**config.mk**
```make
export PLATFORM = sky130hd
export DESIGN_NAME = cp0_ctrl
export DESIGN_NICKNAME = d
export VERILOG_FILES = /design/src/rtl/cp0_pkg.sv /design/src/rtl/cp0_timer.sv /design/src/rtl/cp0_ctrl.sv
export SDC_FILE = /design/constraint.sdc
export NUM_CORES = 1
export LEC_CHECK = 0
export BUFFER_PORTS_ARGS = -buffer_cell sky130_fd_sc_hd__buf_2
export CAP_MARGIN = 20
export CORE_ASPECT_RATIO = 0.9
export CORE_MARGIN = 3
export CORE_UTILIZATION = 30
export CTS_BUF_LIST = sky130_fd_sc_hd__clkbuf_2 sky130_fd_sc_hd__clkbuf_4 sky130_fd_sc_hd__clkbuf_8
export DETAILED_ROUTE_END_ITERATION = 7
export SLEW_MARGIN = 20
export SYNTH_ARGS = -nofsm -noshare
export SYNTH_HDL_FRONTEND = slang
export SYNTH_SLANG_ARGS = --single-unit
```
**constraint.sdc**
```tcl
create_clock -name clk -period 2.75 [get_ports clk]
set_input_delay 0.275 -clock clk [delete_from_list [all_inputs] [get_ports clk]]
set_output_delay 0.275 -clock clk [all_outputs]
set_load 0.1 [all_outputs]
```
**src/rtl/cp0_pkg.sv**
```systemverilog
// cp0_pkg: shared definitions for the coprocessor-0 block.
//  - CP0 register numbers used by MTC0/MFC0
//  - ExcCode values understood by the pipeline
//  - Status/Cause field bit positions, writable masks and reset constants
//  - helper that classifies address-error exception codes
package cp0_pkg;

  localparam logic [4:0] REG_BADVADDR = 5'd8;
  localparam logic [4:0] REG_COUNT    = 5'd9;
  localparam logic [4:0] REG_COMPARE  = 5'd11;
  localparam logic [4:0] REG_STATUS   = 5'd12;
  localparam logic [4:0] REG_CAUSE    = 5'd13;
  localparam logic [4:0] REG_EPC      = 5'd14;
  localparam logic [4:0] REG_PRID     = 5'd15;
  localparam logic [4:0] REG_CONFIG   = 5'd16;

  typedef enum logic [4:0] {
    EXC_INT  = 5'd0,
    EXC_ADEL = 5'd4,
    EXC_ADES = 5'd5,
    EXC_SYS  = 5'd8,
    EXC_RI   = 5'd10,
    EXC_OV   = 5'd12
  } exc_code_e;

  localparam int STATUS_IE     = 0;
  localparam int STATUS_EXL    = 1;
  localparam int STATUS_IM_LSB = 8;
  localparam int CAUSE_EXC_LSB = 2;
  localparam int CAUSE_IP_LSB  = 8;
  localparam int CAUSE_WP      = 22;
  localparam int CAUSE_IV      = 23;
  localparam int CAUSE_BD      = 31;

  localparam logic [31:0] STATUS_RST   = 32'h1000_0000;
  // Bits 27:23 of Status are reserved and always read 0.
  localparam logic [31:0] STATUS_WMASK = 32'hF07F_FFFF;
  localparam logic [31:0] CONFIG_VAL   = 32'h0000_8000;
  localparam logic [31:0] VECTOR_OFS   = 32'h0000_0180;

  // True for the address-error codes that capture BadVAddr.
  function automatic logic is_addr_exc(input logic [4:0] code);
    return (code == EXC_ADEL) || (code == EXC_ADES);
  endfunction

endpackage

```
**src/rtl/cp0_timer.sv**
```systemverilog
// cp0_timer: Count/Compare timer with sticky match flag.
// Ports:
//  clk, rst_n     clock, asynchronous active-low reset
//  count_we       MTC0 Count this cycle (wins over increment)
//  compare_we     MTC0 Compare this cycle (also clears the flag)
//  wdata          write data, TIMER_W bits
//  count/compare  current register values
//  timer_int      sticky timer interrupt flag
module cp0_timer #(
  parameter int TIMER_W = 32
) (
  input  logic               clk,
  input  logic               rst_n,
  input  logic               count_we,
  input  logic               compare_we,
  input  logic [TIMER_W-1:0] wdata,
  output logic [TIMER_W-1:0] count,
  output logic [TIMER_W-1:0] compare,
  output logic               timer_int
);

  localparam logic [TIMER_W-1:0] ONE  = {{(TIMER_W-1){1'b0}}, 1'b1};
  localparam logic [TIMER_W-1:0] ZERO = {TIMER_W{1'b0}};

  logic [TIMER_W-1:0] count_r;
  logic [TIMER_W-1:0] compare_r;
  logic               timer_int_r;
  logic               match_s;

  // A Compare of zero never raises the timer interrupt.
  assign match_s = (count_r == compare_r) && (compare_r != ZERO);

  // Count/Compare registers and sticky match flag.
  always_ff @(posedge clk or negedge rst_n) begin
    if (!rst_n) begin
      count_r     <= ZERO;
      compare_r   <= ZERO;
      timer_int_r <= 1'b0;
    end else begin
      if (count_we) begin
        count_r <= wdata;
      end else begin
        count_r <= count_r + ONE;
      end
      if (compare_we) begin
        compare_r <= wdata;
      end else begin
        compare_r <= compare_r;
      end
      // Writing Compare acknowledges the interrupt, even on a same-cycle match.
      if (compare_we) begin
        timer_int_r <= 1'b0;
      end else if (match_s) begin
        timer_int_r <= 1'b1;
      end else begin
        timer_int_r <= timer_int_r;
      end
    end
  end

  assign count     = count_r;
  assign compare   = compare_r;
  assign timer_int = timer_int_r;

endmodule

```
**src/rtl/cp0_ctrl.sv**
```systemverilog
// cp0_ctrl: MIPS coprocessor-0 (Count/Compare, Status, Cause, EPC, PRId, Config),
// precise exception entry / ERET return and masked interrupt detection.
// Ports:
//  clk, rst_n                     clock, asynchronous active-low reset
//  we_i/waddr_i/wdata_i           MTC0 write
//  raddr_i/rdata_o                MFC0 read (combinational, old value on same-cycle write)
//  int_i                          level-sensitive hardware interrupts -> Cause.IP[2+:NUM_HW_INT]
//  exc_req_i/exc_code_i/exc_pc_i/exc_bd_i  exception request from MEM
//  eret_i                         ERET retiring
//  int_pending_o                  enabled, unmasked interrupt present
//  redirect_o/redirect_pc_o       registered 1-cycle redirect and its target
//  status_o/cause_o/epc_o         current register values
//  timer_int_o                    timer interrupt flag (also Cause.IP[7])
// Optional feature: define CP0_BADVADDR_EN to add badvaddr_i and the BadVAddr register.
module cp0_ctrl
  import cp0_pkg::*;
#(
  parameter int          NUM_HW_INT = 6,
  parameter int          TIMER_W    = 32,
  parameter logic [31:0] EXC_BASE   = 32'hBFC00200,
  parameter logic [31:0] PRID_VAL   = 32'h004C0102
) (
  input  logic                  clk,
  input  logic                  rst_n,
  input  logic                  we_i,
  input  logic [4:0]            waddr_i,
  input  logic [31:0]           wdata_i,
  input  logic [4:0]            raddr_i,
  output logic [31:0]           rdata_o,
  input  logic [NUM_HW_INT-1:0] int_i,
  input  logic                  exc_req_i,
  input  logic [4:0]            exc_code_i,
  input  logic [31:0]           exc_pc_i,
  input  logic                  exc_bd_i,
  input  logic                  eret_i,
  output logic                  int_pending_o,
  output logic                  redirect_o,
  output logic [31:0]           redirect_pc_o,
  output logic [31:0]           status_o,
  output logic [31:0]           cause_o,
  output logic [31:0]           epc_o,
  output logic                  timer_int_o
`ifdef CP0_BADVADDR_EN
  ,
  input  logic [31:0]           badvaddr_i
`endif
);

  logic [31:0]           status_r, status_n_s;
  logic [31:0]           epc_r, epc_n_s;
  logic                  bd_r, bd_n_s;
  logic [4:0]            exc_code_r;
  logic                  iv_r, wp_r;
  logic [1:0]            ip_sw_r;
  logic [NUM_HW_INT-1:0] ip_hw_r;
  logic                  redirect_r;
  logic [31:0]           redirect_pc_r;
  logic [TIMER_W-1:0]    count_s, compare_s;
  logic                  timer_int_s;
  logic [7:0]            ip_s;
  logic [31:0]           cause_s, count_ext_s, compare_ext_s;
  logic                  wr_status_s, wr_cause_s, wr_epc_s;
`ifdef CP0_BADVADDR_EN
  logic [31:0]           badvaddr_r;
`endif

  assign wr_status_s = we_i && (waddr_i == REG_STATUS);
  assign wr_cause_s  = we_i && (waddr_i == REG_CAUSE);
  assign wr_epc_s    = we_i && (waddr_i == REG_EPC);

  cp0_timer #(.TIMER_W(TIMER_W)) u_timer (
    .clk        (clk),
    .rst_n      (rst_n),
    .count_we   (we_i && (waddr_i == REG_COUNT)),
    .compare_we (we_i && (waddr_i == REG_COMPARE)),
    .wdata      (wdata_i[TIMER_W-1:0]),
    .count      (count_s),
    .compare    (compare_s),
    .timer_int  (timer_int_s)
  );

  // Status next value: MTC0 first, then exception/ERET override EXL only.
  always_comb begin
    status_n_s = status_r;
    if (wr_status_s) begin
      status_n_s = wdata_i & STATUS_WMASK;
    end else begin
      status_n_s = status_r;
    end
    status_n_s[STATUS_EXL] = exc_req_i ? 1'b1 : (eret_i ? 1'b0 : status_n_s[STATUS_EXL]);
  end

  // EPC/BD next value: captured only on a first-level exception (EXL clear).
  always_comb begin
    epc_n_s = epc_r;
    bd_n_s  = bd_r;
    if (exc_req_i && !status_r[STATUS_EXL]) begin
      epc_n_s = exc_bd_i ? (exc_pc_i - 32'd4) : exc_pc_i;
      bd_n_s  = exc_bd_i;
    end else if (wr_epc_s) begin
      epc_n_s = wdata_i;
      bd_n_s  = bd_r;
    end else begin
      epc_n_s = epc_r;
      bd_n_s  = bd_r;
    end
  end

  // Architectural CP0 state and the registered redirect.
  always_ff @(posedge clk or negedge rst_n) begin
    if (!rst_n) begin
      status_r      <= STATUS_RST;
      epc_r         <= 32'd0;
      bd_r          <= 1'b0;
      exc_code_r    <= 5'd0;
      iv_r          <= 1'b0;
      wp_r          <= 1'b0;
      ip_sw_r       <= 2'b00;
      ip_hw_r       <= {NUM_HW_INT{1'b0}};
      redirect_r    <= 1'b0;
      redirect_pc_r <= 32'd0;
    end else begin
      status_r   <= status_n_s;
      epc_r      <= epc_n_s;
      bd_r       <= bd_n_s;
      exc_code_r <= exc_req_i ? exc_code_i : exc_code_r;
      ip_hw_r    <= int_i;
      if (wr_cause_s) begin
        iv_r    <= wdata_i[CAUSE_IV];
        wp_r    <= wdata_i[CAUSE_WP];
        ip_sw_r <= wdata_i[CAUSE_IP_LSB +: 2];
      end else begin
        iv_r    <= iv_r;
        wp_r    <= wp_r;
        ip_sw_r <= ip_sw_r;
      end
      redirect_r <= exc_req_i || eret_i;
      // ERET returns to the EPC held before this cycle's update.
      if (exc_req_i) begin
        redirect_pc_r <= EXC_BASE + VECTOR_OFS;
      end else if (eret_i) begin
        redirect_pc_r <= epc_r;
      end else begin
        redirect_pc_r <= redirect_pc_r;
      end
    end
  end

`ifdef CP0_BADVADDR_EN
  // BadVAddr is captured on address-error exceptions only.
  always_ff @(posedge clk or negedge rst_n) begin
    if (!rst_n) begin
      badvaddr_r <= 32'd0;
    end else if (exc_req_i && is_addr_exc(exc_code_i)) begin
      badvaddr_r <= badvaddr_i;
    end else begin
      badvaddr_r <= badvaddr_r;
    end
  end
`endif

  // Cause assembly; with six hardware lines the timer shares IP[7] with int_i[5].
  always_comb begin
    ip_s = 8'd0;
    ip_s[2 +: NUM_HW_INT] = ip_hw_r;
    ip_s[7]   = ip_s[7] | timer_int_s;
    ip_s[1:0] = ip_sw_r;
    cause_s = 32'd0;
    cause_s[CAUSE_BD] = bd_r;
    cause_s[CAUSE_IV] = iv_r;
    cause_s[CAUSE_WP] = wp_r;
    cause_s[CAUSE_IP_LSB +: 8] = ip_s;
    cause_s[CAUSE_EXC_LSB +: 5] = exc_code_r;
    count_ext_s = 32'd0;
    count_ext_s[TIMER_W-1:0] = count_s;
    compare_ext_s = 32'd0;
    compare_ext_s[TIMER_W-1:0] = compare_s;
  end

  // MFC0 read mux; unmapped register numbers read zero.
  always_comb begin
    rdata_o = 32'd0;
    case (raddr_i)
      REG_COUNT:    rdata_o = count_ext_s;
      REG_COMPARE:  rdata_o = compare_ext_s;
      REG_STATUS:   rdata_o = status_r;
      REG_CAUSE:    rdata_o = cause_s;
      REG_EPC:      rdata_o = epc_r;
      REG_PRID:     rdata_o = PRID_VAL;
      REG_CONFIG:   rdata_o = CONFIG_VAL;
`ifdef CP0_BADVADDR_EN
      REG_BADVADDR: rdata_o = badvaddr_r;
`else
      REG_BADVADDR: rdata_o = 32'd0;
`endif
      default:      rdata_o = 32'd0;
    endcase
  end

  assign int_pending_o = status_r[STATUS_IE] & ~status_r[STATUS_EXL] &
                         (|(ip_s & status_r[STATUS_IM_LSB +: 8]));
  assign redirect_o    = redirect_r;
  assign redirect_pc_o = redirect_pc_r;
  assign status_o      = status_r;
  assign cause_o       = cause_s;
  assign epc_o         = epc_r;
  assign timer_int_o   = timer_int_s;

endmodule
```
Word level (Yosys, flattened, before mapping)
Cells that the tools add are included.

word-level totals
  flip-flop bits (word level) = 173
  latch bits = 0
  bits in writable memories = 0
  bits in read-only memories = 0
  input port bits = 91
  output and inout bits = 163
  word-level logic and storage cells = 61
  memories = 0

cells by class
  add/sub/neg operators = 2
  multiply operators = 0
  divide/modulo/power cells = 0
  $lt $le $gt $ge = 0
  equal/unequal tests = 13
  shifts and indexed selects = 0
  mux-type cells = 12
  bitwise gates (word level) = 5
  reductions and logical operators = 15

operator list
  kind                                                 count
  one-hot mux 32 bit (7 select lines)                  1
  two-way mux 32 bit                                   6
  equality test 5 x 4 -> 1 bit, second input constant  11
  adder 32 x 1 -> 32 bit, second input constant        1
  equality test 32 bit                                 1
  nonzero test 32 bit                                  1
  subtractor 32 x 3 -> 32 bit, second input constant   1
  AND 8 bit                                            1
  OR reduction 8 bit                                   1
  logical AND 1 bit                                    7
  nonzero test 2 bit                                   3
  equality test 5 bit, second input constant           1
  two-way mux 1 bit                                    4
  nonzero test 3 bit                                   1
  AND 1 bit                                            2
  two-way mux 2 bit                                    1
  logical NOT 1 bit                                    1
  logical OR 1 bit                                     1
  NOT 1 bit                                            1
  OR 1 bit                                             1

Longest topological paths before layout
  depth in word-level cells = 5
  depth in mapped cells = 8
  gate-level depth less buffers = 7

Hierarchy
Synthesis repeated with hierarchy kept, for this count alone.

second synthesis, totals
  cell total of the unflattened synthesis = 936
  area, all modules = 9678.0 µm²

modules (own cells, without submodules)
  module     instances  cells an instance  area an instance (µm²)  sequential area each (µm²)
  cp0_ctrl   1          596                6152.2                  2703.8
  cp0_timer  1          340                3525.9                  1626.6

Worst setup path after synthesis
Ideal clock, no wire load.

  path kind = reg2out
  start = reg u_timer.timer_int_r, in the netlist u_timer.timer_int
  end = out int_pending_o
  data arrival time = 3.710 ns
  data required time = 2.475 ns
  path slack = -1.235 ns
  cell stages (with the launch flop) = 4
  buffers on the path = 0
  cells stage by stage = dfrtp_1 > or2_2 > a21oi_1 > nor3_1

on the way
  cells in the longest elaborated chain, start to end = 4

RTL lines
  item                    line             source
  start, declared         cp0_timer.sv:27  logic timer_int_r;
  start signal, assigned  cp0_timer.sv:56  timer_int_r <= timer_int_r;
  OR 1 bit                cp0_ctrl.sv:166  ip_s[7] = ip_s[7] | timer_int_s;
  named net cause_o[15]   cp0_ctrl.sv:40   output logic [31:0] cause_o,
  AND 8 bit               cp0_ctrl.sv:201  (|(ip_s & status_r[STATUS_IM_LSB +: 8]));
  OR reduction 8 bit      cp0_ctrl.sv:201
  AND 1 bit               cp0_ctrl.sv:200  assign int_pending_o = status_r[STATUS_IE] & ~status_r[STATUS_EXL] &
  end, declared           cp0_ctrl.sv:36   output logic int_pending_o,

The timed path passes the listed nets, and every way through them passes these cells.

Final worst setup path
  start = reg status_r[12], in the netlist status_o[12]
  end = out int_pending_o

on the way
  cells in the longest elaborated chain, start to end = 3

RTL lines
  item                    line             source
  start, declared         cp0_ctrl.sv:49   logic [31:0] status_r, status_n_s;
  start signal, assigned  cp0_ctrl.sv:123  status_r <= status_n_s;
  AND 8 bit               cp0_ctrl.sv:201
  OR reduction 8 bit      cp0_ctrl.sv:201
  AND 1 bit               cp0_ctrl.sv:200

Every way passes these cells.

==> impl_metrics.yaml <==
timing:
  relSlewSlack_pct: 47.2
  setup_viol: 0
  finalWorstSetupSlack_ns: 0.185
  fmax_mhz: 390
  rsz0062_at_grt: "no"
  finalCriticalPeriod_ns: 2.57
  setup_tns_ns: 0
  slew_violations: 0
  worst_pin_slew_ns: 0.785
  finClkSkew_ns: 0.0149
  layout_worst_path_cycle_share_pct: 93.3
  report.final.hold_viol_count: 0
synthesis:
  syn-cell-area_um2: 9560
  synth_edf_count: 0
  synth_cell_types: 57
  synth_seq_cells: 173
  async_flop_share_pct: 100
  synth_commonest_cells: "172 x dfrtp_1, 86 x nand2_1, 72 x mux2_1"
  synth_area_leaders: "dfrtp_1 45%, mux2_1 8.5%, mux2i_1 6.4%"
  ys_seq_area_share_pct: 45.3
  synth_top_area_cell: "dfrtp_1"
  ys_warn_count: 0
  synth.top_cell.area_share_pct: 45.0
  ys.flop_type: "dfrtp_1"
  synth_area_per_cell_um2: 10.4
  yosysMostFrequentCell: "dfrtp_1"
  syn_inst: 916
floorplanning:
  num_rows: 61
  die_area_um2: 34000
  die_h_um: 175
  design.core.area_um2: 31100
  die_w_um: 194
  num_io_pins: 254
  initial_core_util_pct: 30.7
critical_path:
  slowest_delay_ns: 0.46
  slowest_stage: "a21oi_1"
  cp_num_buf_inv: 1
  arrival_ns: 2.29
  cp.required_ns: 2.48
  path_cells: "a222oi_1 > nand3_1 > a21oi_1 > nor3_4 > buf_2"
  critical_path_class: "reg -> out"
  critPathMaxFanout: 4
  critPathTopFamily: "compound AO/OA/AOI/OAI gates"
  start_kind: "flop"
  cp-end-kind: "output port"
clocking:
  clockRootBuffer: "clkbuf_8"
  postCtsSetupBuffers: 0
  cts_sinks: 173
  cts.path.max_buffers: 2
  ctsHoldBuffers: 10
  cts_resized: 0
  cts-buffers-inserted: 17
  cts_tree: "done"
  htree_levels: 4
  clk_pin_slew_ns: 0.10
  clock_latency_ns: 0.47
detailed_routing:
  ant_nets: 0
  routedWlPerCell_um: 22.4
  via_per_inst: 5.13
  firstDrtPassIters: 5
  drt_iter0_drc: 640
  num_vias: 7976
  routed_wirelength_um: 34900
  drc: 0
pwr:
  p_per_area_nw_per_um2: 811
  static-leakage-power_nw: 5.32
  ir_worst_vdd_uv: 614
  power_mw: 9.96
layout:
  area_delta_synth_final_pct: 28.6
  layout.cells.non_filler: 1556
  diodes: 0
  stdcell_area_um2: 12300
  finish.net_count: 1228
  drive_gt1_share_pct: 29.7
  fillCellCount: 3093
grt:
  grt_max_degree: 68
  grtUsageTotal_pct: 20.4
  antenna_found_initial: 1
  grt_pass1_wl_um: 52600
  grt_pass1_vias: 8097
  gr-total-overflow: 0
placed_design:
  placed_cells: 1515
  dp_hpwl_um: 26600
  place_congestion: 0.863
  io_buffer_count: 232
  dpl_cell_area_um2: 11700
  dp_slack_ns: 0.483
run_status:
  status: "finished clean"
worst_hold_path:
  hp-class: "in -> reg"
flow_run:
  maxCapViolCount: 0
## metrics by stage
step,hold WS [ns],utilization (%)
after floorplan,-0.0206,-
after global placement,0.343,37.5
after detailed placement,0.340,37.5
after CTS,0.00126,39.5
after global routing,0.00274,39.5
final,0.0372,39.5
## cell type report
| type | count | area, µm² | area share [%] |
|---|---|---|---|
| repair buffers | 268 | 2010 | 16.3 |
| flip-flops and latches | 173 | 4330 | 35.2 |
| inverters | 7 | 26.3 | 0.214 |
| well taps | 409 | 512 | 4.16 |
| multi-input cells | 668 | 4910 | 40.0 |
| clock buffers | 20 | 263 | 2.14 |
| clock inverters | 11 | 239 | 1.94 |
## worst reg2reg max path: stages, from the launching register on
cell	delay, ns
dfrtp_1	0.49
nand3_1	0.26
nor4_2	0.78
buf_4	0.27
nand3_1	0.10
xor2_1	0.17
o21ai_1	0.08
## cell usage in the layout (no fill, tap or decap), types with 14 or more instances in the layout
| cell | count |
|---|---|
| dfrtp_1 | 172 |
| nand2_1 | 86 |
| xor2_1 | 21 |
| nor2b_1 | 16 |
| nand3_1 | 16 |
| nand4_1 | 21 |
| mux2i_1 | 61 |
| clkbuf_8 | 18 |
| buf_2 | 198 |
| xnor2_1 | 66 |
| a22oi_1 | 14 |
| nor2_1 | 45 |
| a21oi_1 | 15 |
| buf_12 | 37 |
| o21ai_1 | 53 |
| mux2_1 | 72 |
| buf_4 | 22 |
| conb_1 | 21 |
| mux2_2 | 14 |
| o21ai_2 | 15 |
| a211o_1 | 15 |
## flip-flops by register name (all words and copies together), names as in the netlist
name / cells
bd_r: 1
redirect_pc_o: 32
ip_sw_r: 2
epc_o: 32
u_timer.count: 32
u_timer.compare: 32
u_timer.timer_int: 1
exc_code_r: 5
wp_r: 1
redirect_o: 1
ip_hw_r: 6
iv_r: 1
status_o: 27
## report_power, final
part | internal [mW] | switching, mW
combinational | 0.975 | 3.01
sequential | 3.02 | 0.680
clock | 1.30 | 0.973
total | 5.30 | 4.67
## path summary, 6_finish.rpt
check | from | end | slack [ns] | cells after the start
max | status_o[12] | int_pending_o | 0.18 | 5
min | exc_code_i[0] | exc_code_r[0] | 0.04 | 2
max reg2reg | u_timer.count[3] | u_timer.count[29] | 0.48 | 6
min reg2reg | status_o[17] | status_o[17] | 0.52 | 1
max in group asynchronous | rst_n | redirect_pc_o[12] | 1.60 | 3
min in group asynchronous | rst_n | redirect_pc_o[15] | 0.38 | 2
## routing by layer
layer | vias to the layer above | part of all wire, % | track usage, % | wire length, µm
met1 | 3980 | 46 | 28.5 | 16100
met5 | - | 0.049 | 0 | 17
met3 | 42 | 5.7 | 3.89 | 2000
met4 | 2 | 2.1 | 5.62 | 725
li1 | 3672 | - | - | -
met2 | 280 | 46 | 32.6 | 16000
## logic make-up after synthesis
logic type	synth area share (%)
adder cells (fa/ha/maj)	0.262
AND/OR/NAND/NOR	14.8
XOR/XNOR	7.97
multiplexers	16.5
flip-flops	45.3
buffers and inverters	5.08
other	0.0392
AO/OA/AOI/OAI	10.0
No activity file was read; power rests on OpenSTA's default activity.
